<file path="config.mk">
export PLATFORM = sky130hd
export DESIGN_NAME = audio_adc_rx_flat
export DESIGN_NICKNAME = d
export VERILOG_FILES = /design/src/rtl/audio_adc_rx_pkg.sv /design/src/rtl/audio_adc_rx_if.sv /design/src/rtl/audio_adc_rx_sync_edge_det.sv /design/src/rtl/audio_adc_rx.sv /design/src/flat_wrapper.sv
export SDC_FILE = /design/constraint.sdc
export NUM_CORES = 1
export LEC_CHECK = 0
export CORE_MARGIN = 3
export CORE_UTILIZATION = 50
export DETAILED_ROUTE_END_ITERATION = 7
export PLACE_DENSITY = 0.69
export SYNTH_ARGS = -nofsm -noshare
export SYNTH_HDL_FRONTEND = slang
export SYNTH_HIERARCHICAL = 1
export SYNTH_SLANG_ARGS = --single-unit
export TNS_END_PERCENT = 1
</file>
<file path="constraint.sdc">
create_clock -name iCLK -period 3.85 [get_ports iCLK]
set_input_delay 0.77 -clock iCLK [delete_from_list [all_inputs] [get_ports iCLK]]
set_output_delay 0.77 -clock iCLK [all_outputs]
set_load 0.02 [all_outputs]
</file>
<file path="src/rtl/audio_adc_rx_pkg.sv">
// Shared definitions for the WM8731 ADC capture path: frame formats,
// receiver state encoding and the stereo word width helper.
package audio_adc_rx_pkg;

    // Frame format selectors for the I2S_MODE parameter
    localparam bit FMT_I2S = 1'b1;
    localparam bit FMT_LJ  = 1'b0;

    // Receiver lock state: IDLE until the first LRCK edge, then tracking channels
    typedef enum logic [1:0] {
        ST_IDLE  = 2'd0,
        ST_LEFT  = 2'd1,
        ST_RIGHT = 2'd2
    } rx_state_e;

    // Width of one {left, right} stereo word
    function automatic int stereo_w(input int data_w);
        return 2 * data_w;
    endfunction

endpackage

</file>
<file path="src/rtl/audio_adc_rx_if.sv">
// Parallel output side of the ADC receiver: stereo word with valid/ready
// handshake plus the sticky overflow and frame-lock status flags.
interface audio_adc_rx_if #(
    parameter int DATA_W = 16
);
    import audio_adc_rx_pkg::*;

    logic [stereo_w(DATA_W)-1:0] data;
    logic                        valid;
    logic                        ready;
    logic                        ovf;
    logic                        sync;

    modport master (
        output data,
        output valid,
        output ovf,
        output sync,
        input  ready
    );

    modport slave (
        input  data,
        input  valid,
        input  ovf,
        input  sync,
        output ready
    );

endinterface

</file>
<file path="src/rtl/audio_adc_rx_sync_edge_det.sv">
// Input conditioning for the codec pins: a plain 2-flop synchroniser and a
// synchroniser with a registered rising-edge pulse built on top of it.
module sync_2ff
    import audio_adc_rx_pkg::*;
#(
    parameter int WIDTH = 1
) (
    input  logic             clk,
    input  logic             rst_n,
    input  logic [WIDTH-1:0] din,
    output logic [WIDTH-1:0] dout
);

    logic [WIDTH-1:0] meta_q, meta_d;
    logic [WIDTH-1:0] sync_q, sync_d;

    // Next values of the two synchroniser stages
    always_comb begin
        meta_d = din;
        sync_d = meta_q;
    end

    // Two-stage metastability filter
    always_ff @(posedge clk or negedge rst_n) begin
        if (!rst_n) begin
            meta_q <= '0;
            sync_q <= '0;
        end else begin
            meta_q <= meta_d;
            sync_q <= sync_d;
        end
    end

    assign dout = sync_q;

endmodule

module sync_edge_det
    import audio_adc_rx_pkg::*;
(
    input  logic clk,
    input  logic rst_n,
    input  logic din,
    output logic rise
);

    logic sync_s;
    logic hist_q, hist_d;
    logic rise_q, rise_d;

    sync_2ff #(.WIDTH(1)) u_sync (
        .clk  (clk),
        .rst_n(rst_n),
        .din  (din),
        .dout (sync_s)
    );

    // Edge detect against the previous synchronised level
    always_comb begin
        hist_d = sync_s;
        rise_d = sync_s & ~hist_q;
    end

    // History flop and registered one-cycle rise pulse
    always_ff @(posedge clk or negedge rst_n) begin
        if (!rst_n) begin
            hist_q <= 1'b0;
            rise_q <= 1'b0;
        end else begin
            hist_q <= hist_d;
            rise_q <= rise_d;
        end
    end

    assign rise = rise_q;

endmodule

</file>
<file path="src/rtl/audio_adc_rx.sv">
// WM8731 ADC serial receiver: oversamples BCLK/LRCK/DAT with iCLK,
// deserialises each channel MSB-first and presents {left, right} pairs
// through a single-entry valid/ready output register.
module audio_adc_rx
    import audio_adc_rx_pkg::*;
#(
    parameter int DATA_W   = 16,
    parameter bit I2S_MODE = FMT_I2S,
    parameter int TIMEOUT  = 1024
) (
    input  logic           iCLK,
    input  logic           iRST_N,
    input  logic           iAUD_BCLK,
    input  logic           iAUD_ADCLRCK,
    input  logic           iAUD_ADCDAT,
    audio_adc_rx_if.master aud
);

    localparam int   PAIR_W   = stereo_w(DATA_W);
    localparam int   CNT_W    = $clog2(DATA_W + 1);
    localparam int   TO_W     = $clog2(TIMEOUT);
    // LRCK level that marks the left channel in the selected format
    localparam logic LEFT_LVL = (I2S_MODE == FMT_I2S) ? 1'b0 : 1'b1;

    logic       rise;
    logic [1:0] lr_dat_s;
    logic       lr_s;
    logic       dat_s;

    rx_state_e          state_q, state_d;
    logic               lr_prev_q, lr_prev_d;
    logic [CNT_W-1:0]   cnt_q, cnt_d;
    logic [DATA_W-1:0]  shift_q, shift_d;
    logic [DATA_W-1:0]  left_q, left_d;
    logic               have_left_q, have_left_d;
    logic [TO_W-1:0]    to_cnt_q, to_cnt_d;
    logic [PAIR_W-1:0]  data_q, data_d;
    logic               valid_q, valid_d;
    logic               ovf_q, ovf_d;

    logic               chg;
    logic [DATA_W-1:0]  acc_word;
    logic [CNT_W-1:0]   acc_cnt;
    logic [DATA_W-1:0]  close_word;
    logic               pair_done;

    sync_edge_det u_bclk (
        .clk  (iCLK),
        .rst_n(iRST_N),
        .din  (iAUD_BCLK),
        .rise (rise)
    );

    sync_2ff #(.WIDTH(2)) u_lr_dat (
        .clk  (iCLK),
        .rst_n(iRST_N),
        .din  ({iAUD_ADCLRCK, iAUD_ADCDAT}),
        .dout (lr_dat_s)
    );

    assign lr_s  = lr_dat_s[1];
    assign dat_s = lr_dat_s[0];

    // Zero-fill below the n received bits so short words end up MSB-aligned
    function automatic logic [DATA_W-1:0] left_align(input logic [DATA_W-1:0] w,
                                                     input logic [CNT_W-1:0]  n);
        return w << (CNT_W'(DATA_W) - n);
    endfunction

    // Shift register contents if this rise's bit were accepted (saturating)
    always_comb begin
        chg = rise && (lr_s != lr_prev_q);
        if (cnt_q < CNT_W'(DATA_W)) begin
            acc_word = {shift_q[DATA_W-2:0], dat_s};
            acc_cnt  = cnt_q + CNT_W'(1);
        end else begin
            acc_word = shift_q;
            acc_cnt  = cnt_q;
        end
    end

    // Frame tracking: channel FSM, bit capture, word closing and loss-of-sync timeout
    always_comb begin
        state_d     = state_q;
        lr_prev_d   = lr_prev_q;
        cnt_d       = cnt_q;
        shift_d     = shift_q;
        left_d      = left_q;
        have_left_d = have_left_q;
        to_cnt_d    = to_cnt_q;
        close_word  = '0;
        pair_done   = 1'b0;

        if (rise) begin
            to_cnt_d  = '0;
            lr_prev_d = lr_s;
            if (chg) begin
                if (I2S_MODE == FMT_I2S) begin
                    close_word = left_align(acc_word, acc_cnt);
                    cnt_d      = '0;
                    shift_d    = '0;
                end else begin
                    close_word = left_align(shift_q, cnt_q);
                    cnt_d      = CNT_W'(1);
                    shift_d    = {{(DATA_W-1){1'b0}}, dat_s};
                end
                unique case (state_q)
                    ST_IDLE: begin
                        have_left_d = 1'b0;
                        state_d     = (lr_s == LEFT_LVL) ? ST_LEFT : ST_RIGHT;
                    end
                    ST_LEFT: begin
                        left_d      = close_word;
                        have_left_d = 1'b1;
                        state_d     = ST_RIGHT;
                    end
                    ST_RIGHT: begin
                        pair_done   = have_left_q;
                        have_left_d = 1'b0;
                        state_d     = ST_LEFT;
                    end
                    default: begin
                        state_d = ST_IDLE;
                    end
                endcase
            end else begin
                shift_d = acc_word;
                cnt_d   = acc_cnt;
            end
        end else if (to_cnt_q == TO_W'(TIMEOUT - 1)) begin
            state_d     = ST_IDLE;
            cnt_d       = '0;
            shift_d     = '0;
            have_left_d = 1'b0;
        end else begin
            to_cnt_d = to_cnt_q + TO_W'(1);
        end
    end

    // Output register: accept a completed pair when free or draining, else flag overflow
    always_comb begin
        data_d  = data_q;
        valid_d = valid_q;
        ovf_d   = ovf_q;

        if (valid_q && aud.ready) begin
            valid_d = 1'b0;
        end
        if (pair_done) begin
            if (!valid_q || aud.ready) begin
                data_d  = {left_q, close_word};
                valid_d = 1'b1;
            end else begin
                ovf_d = 1'b1;
            end
        end
    end

    // State and datapath registers
    always_ff @(posedge iCLK or negedge iRST_N) begin
        if (!iRST_N) begin
            state_q     <= ST_IDLE;
            lr_prev_q   <= 1'b0;
            cnt_q       <= '0;
            shift_q     <= '0;
            left_q      <= '0;
            have_left_q <= 1'b0;
            to_cnt_q    <= '0;
            data_q      <= '0;
            valid_q     <= 1'b0;
            ovf_q       <= 1'b0;
        end else begin
            state_q     <= state_d;
            lr_prev_q   <= lr_prev_d;
            cnt_q       <= cnt_d;
            shift_q     <= shift_d;
            left_q      <= left_d;
            have_left_q <= have_left_d;
            to_cnt_q    <= to_cnt_d;
            data_q      <= data_d;
            valid_q     <= valid_d;
            ovf_q       <= ovf_d;
        end
    end

    assign aud.data  = data_q;
    assign aud.valid = valid_q;
    assign aud.ovf   = ovf_q;
    assign aud.sync  = (state_q != ST_IDLE);

endmodule

</file>
<file path="src/flat_wrapper.sv">
// flat-port wrapper written by rule: the top's interface ports become plain ports
module audio_adc_rx_flat import audio_adc_rx_pkg::*;
#(
    parameter int DATA_W   = 16,
    parameter bit I2S_MODE = FMT_I2S,
    parameter int TIMEOUT  = 1024
)
  (iCLK, iRST_N, iAUD_BCLK, iAUD_ADCLRCK, iAUD_ADCDAT, aud_data, aud_valid, aud_ovf, aud_sync, aud_ready);
  audio_adc_rx_if #(.DATA_W(DATA_W)) aud_i ();
  input  logic iCLK;
  input  logic iRST_N;
  input  logic iAUD_BCLK;
  input  logic iAUD_ADCLRCK;
  input  logic iAUD_ADCDAT;
  output wire logic [$bits(aud_i.data)-1:0] aud_data;
  output wire logic [$bits(aud_i.valid)-1:0] aud_valid;
  output wire logic [$bits(aud_i.ovf)-1:0] aud_ovf;
  output wire logic [$bits(aud_i.sync)-1:0] aud_sync;
  input wire logic [$bits(aud_i.ready)-1:0] aud_ready;
  assign aud_data = aud_i.data;
  assign aud_valid = aud_i.valid;
  assign aud_ovf = aud_i.ovf;
  assign aud_sync = aud_i.sync;
  assign aud_i.ready = aud_ready;
  audio_adc_rx #(.DATA_W(DATA_W), .I2S_MODE(I2S_MODE), .TIMEOUT(TIMEOUT)) u_core (.iCLK(iCLK), .iRST_N(iRST_N), .iAUD_BCLK(iAUD_BCLK), .iAUD_ADCLRCK(iAUD_ADCLRCK), .iAUD_ADCDAT(iAUD_ADCDAT), .aud(aud_i));
endmodule
</file>
==> flow_metrics.tcl <==
set metrics [dict create \
    rr_worst_depth 7 \
    antenna_found_initial 0 \
    rows 35 \
    numCtsBuffers 9 \
    nets 482 \
    cp-start-kind "flop" \
    drtPass1Iterations 4 \
    yosys_warnings 6 \
    cellPowerDensity_nw_per_um2 469 \
    clk_pin_slew_ns 0.09 \
    port_buffers 40 \
    hold_buffers 0 \
    area_growth_pct 13.7 \
    hold_viol_final 0 \
    worst_slew_pin_slew_ns 1.16 \
    yosysUniqueCellTypes 68 \
    fill_cells 830 \
    fin_tns_setup_ns 0 \
    outcome "finished clean" \
    root_buffer "clkbuf_8" \
    worst-setup-path-type "reg -> reg" \
    skew_ns 0.0136 \
    pwr-share-comb_pct 29.2 \
    worst_slack_ns 0.593 \
    rr_endpoint "u_core/left_q[12]" \
    die_h_um 104 \
    p_seq_share_pct 45.3 \
    cp.arrival_ns 3.50 \
    switching_power_w 0.000860 \
    cp_max_fo 18 \
    antenna_cells 0 \
    hold_depth 0 \
    fin_crit_ns 3.26 \
    grt_overflow 0 \
    leakage_nw 2.45 \
    antenna_left 0 \
    avgRoutedWirePerCell_um 16.9 \
    grt_pass1_vias 3526 \
    htree_levels 3 \
    finalSetupViolations 0 \
    synth_flop_cell "dfrtp_1" \
    num_vias 3499 \
    drcViolationCount 0 \
    routed_wl_um 10200 \
    netlist_area_um2 4810 \
    postCtsSetupBuffers 0 \
    core_region_area_um2 9280 \
    clk_latency_ns 0.36 \
    yosysSeqAreaShare_pct 48.4 \
    peakVddDrop_uv 227 \
    cp_data_required_time_ns 4.10 \
    holdPathEnd "u_core/u_bclk/u_sync/dout" \
    syn_area_per_cell_um2 10.9 \
    num_io_pins 41 \
    fmax_mhz 307 \
    dp_cells 592 \
    rsz0062_at_grt "false" \
    cts_tree "built" \
    crit_start "u_core/cnt_q[0]" \
    reg2reg_from "u_core/cnt_q[0]" \
    reg2reg_slack_ns 0.59 \
    syn_inst 442 \
    die_width_um 104 \
    grtUsageTotal_pct 19.7 \
    clockPowerShare_pct 25.5 \
    switching_share_pct 33.5 \
    grt_first_pass_wirelength_um 17500 \
    min_from "u_core/u_bclk/u_sync/meta_q" \
    grt_max_degree 57 \
    fin_cells 607 \
    avgViaCountPerCell 5.76 \
    synth_nets 450 \
    finalCritPeriodShare_pct 84.6 \
    synth_seq_cells 93 \
    initial_core_util_pct 51.8 \
    cts_buffer_depth 2 \
    dp_slack_ns 0.588 \
    hpwl_um 7320 \
    end_kind "flop" \
    p_int_w 0.00170 \
    die_area_um2 10800 \
    place.gp.congestion 0.877 \
    post_cts_resized 0 \
    min_path_type "reg -> reg" \
    cap_violations 0 \
    drive_above_1_share_pct 18.0 \
    report.final.slew_viol_count 0 \
    drtIter0Drc 226 \
    synth_edf_count 0 \
    slew_headroom_pct 22.1 \
    clock_sinks 93 \
    async_flop_share_pct 100 \
]
==> synth_stat cells (3+ instances only) <==
cell / count / area, um2
nand2_1: 94 / 353
dfrtp_1: 93 / 2330
mux2_2: 29 / 327
nor2_1: 22 / 82.6
a22o_1: 19 / 166
o21ai_0: 17 / 85.1
a21oi_1: 11 / 55.1
clkbuf_1: 11 / 41.3
mux4_2: 11 / 248
nand2b_1: 8 / 50.1
nor2b_1: 7 / 43.8
nor3_1: 7 / 35.0
mux2i_1: 6 / 60.1
o31ai_1: 6 / 45.0
buf_2: 5 / 25.0
nand3_1: 5 / 25.0
xor2_1: 5 / 43.8
a31oi_1: 4 / 25.0
buf_4: 4 / 30.0
buf_6: 4 / 45.0
o21ai_1: 4 / 20.0
and3_1: 3 / 18.8
o32ai_2: 3 / 48.8
xnor2_1: 3 / 26.3
==> worst max-delay path, stage by stage (launching register included) <==
cell	delay [ns]
dfrtp_1	0.57
ha_1	0.55
or2b_1	0.30
nand2_1	0.44
mux4_2	0.61
a22oi_2	0.27
o32ai_2	0.12
mux2_2	0.28
==> how the worst max path moves through the flow <==
stage                                     end  slack (ns)  depth (start not counted)
final                       u_core/left_q[12]        0.59                          7
after global routing      u_core/aud.data[11]        0.31                          7
after CTS                   u_core/left_q[12]        0.57                          7
after detailed placement    u_core/left_q[12]        0.59                          7
after global placement      u_core/left_q[12]        0.69                          7
after floorplan           u_core/aud.data[13]        1.32                          8
==> per-layer routing <==
layer,up-vias,wire length (um),GRT usage [%]
met2,116,4920,31.2
met5,-,0,0
met4,0,238,7.03
li1,1638,-,-
met1,1724,4440,26.8
met3,21,643,4.28
==> metrics by stage <==
stage                     area [um2]  power, W  hold slack, ns  util (%)
after CTS                       5470   0.00259           0.369      58.9
after detailed placement        5280   0.00193           0.345      56.8
after floorplan                 4810   0.00174           0.331         -
final                           5470   0.00256           0.362      58.9
after global placement          5280   0.00191           0.334      56.8
after global routing            5470   0.00272           0.375      58.9
==> state kept, by name, indices dropped and copies added (netlist names) <==
register and flops:
u_core/u_lr_dat/meta_q 2, u_core/u_lr_dat/dout 2, u_core/u_bclk/u_sync/meta_q 1, u_core/aud.data 32, u_core/cnt_q 5, u_core/have_left_q 1
u_core/aud.valid 1, u_core/u_bclk/u_sync/dout 1, u_core/state_q 2, u_core/u_bclk/rise 1, u_core/aud.ovf 1, u_core/u_bclk/hist_q 1
u_core/to_cnt_q 10, u_core/lr_prev_q 1, u_core/shift_q 16, u_core/left_q 16
==> area by class of cell <==
type                            count  area (um2)  area share [%]
Clock inverter                      6        71.3            1.30
Tap cell                          129         161            2.95
Multi-Input combinational cell    321        2330            42.6
Timing Repair Buffer               47         450            8.23
Sequential cell                    93        2330            42.5
Clock buffer                        9         124            2.26
Inverter                            2        7.51           0.137
==> power by group through the flow <==
stage          sequential [W]  clock (W)  combinational [W]
2_1_floorplan         0.00115          0           0.000591
3_3_place_gp          0.00118          0           0.000730
3_5_place_dp          0.00118          0           0.000745
4_1_cts               0.00116   0.000677           0.000750
5_1_grt               0.00118   0.000711           0.000826
6_report              0.00116   0.000653           0.000748
==> kinds of logic (layout without fill, tap and decap cells) <==
| logic type | Yosys count | after routing | synth area share [%] |
|---|---|---|---|
| AOI/OAI and AO/OA | 83 | 83 | 13.0 |
| and+or+nand+nor | 176 | 176 | 17.9 |
| adders and majority gates | 2 | 2 | 0.520 |
| xor gates and xnor gates | 13 | 13 | 3.38 |
| muxes | 47 | 47 | 13.7 |
| DFF | 93 | 93 | 48.4 |
| buffers and inverters | 28 | 64 | 3.25 |
==> cell usage in the layout (no fill, tap or decap), types with 4 or more instances in the layout <==
cell type        count
buf_4                8
nor3_1               7
dfrtp_1             93
mux2_2              29
a22o_1              19
mux4_2              11
clkbuf_8             9
mux2i_1              6
nor2_1              22
o21ai_1              4
nor2b_1              7
nand2b_1             8
o31ai_1              6
xor2_1               5
a21oi_1             11
nand3_1              5
a31oi_1              4
o21ai_0             17
clkdlybuf4s50_1     39
nand2_1             94
Note: power is estimated with default switching activity, not from simulation.
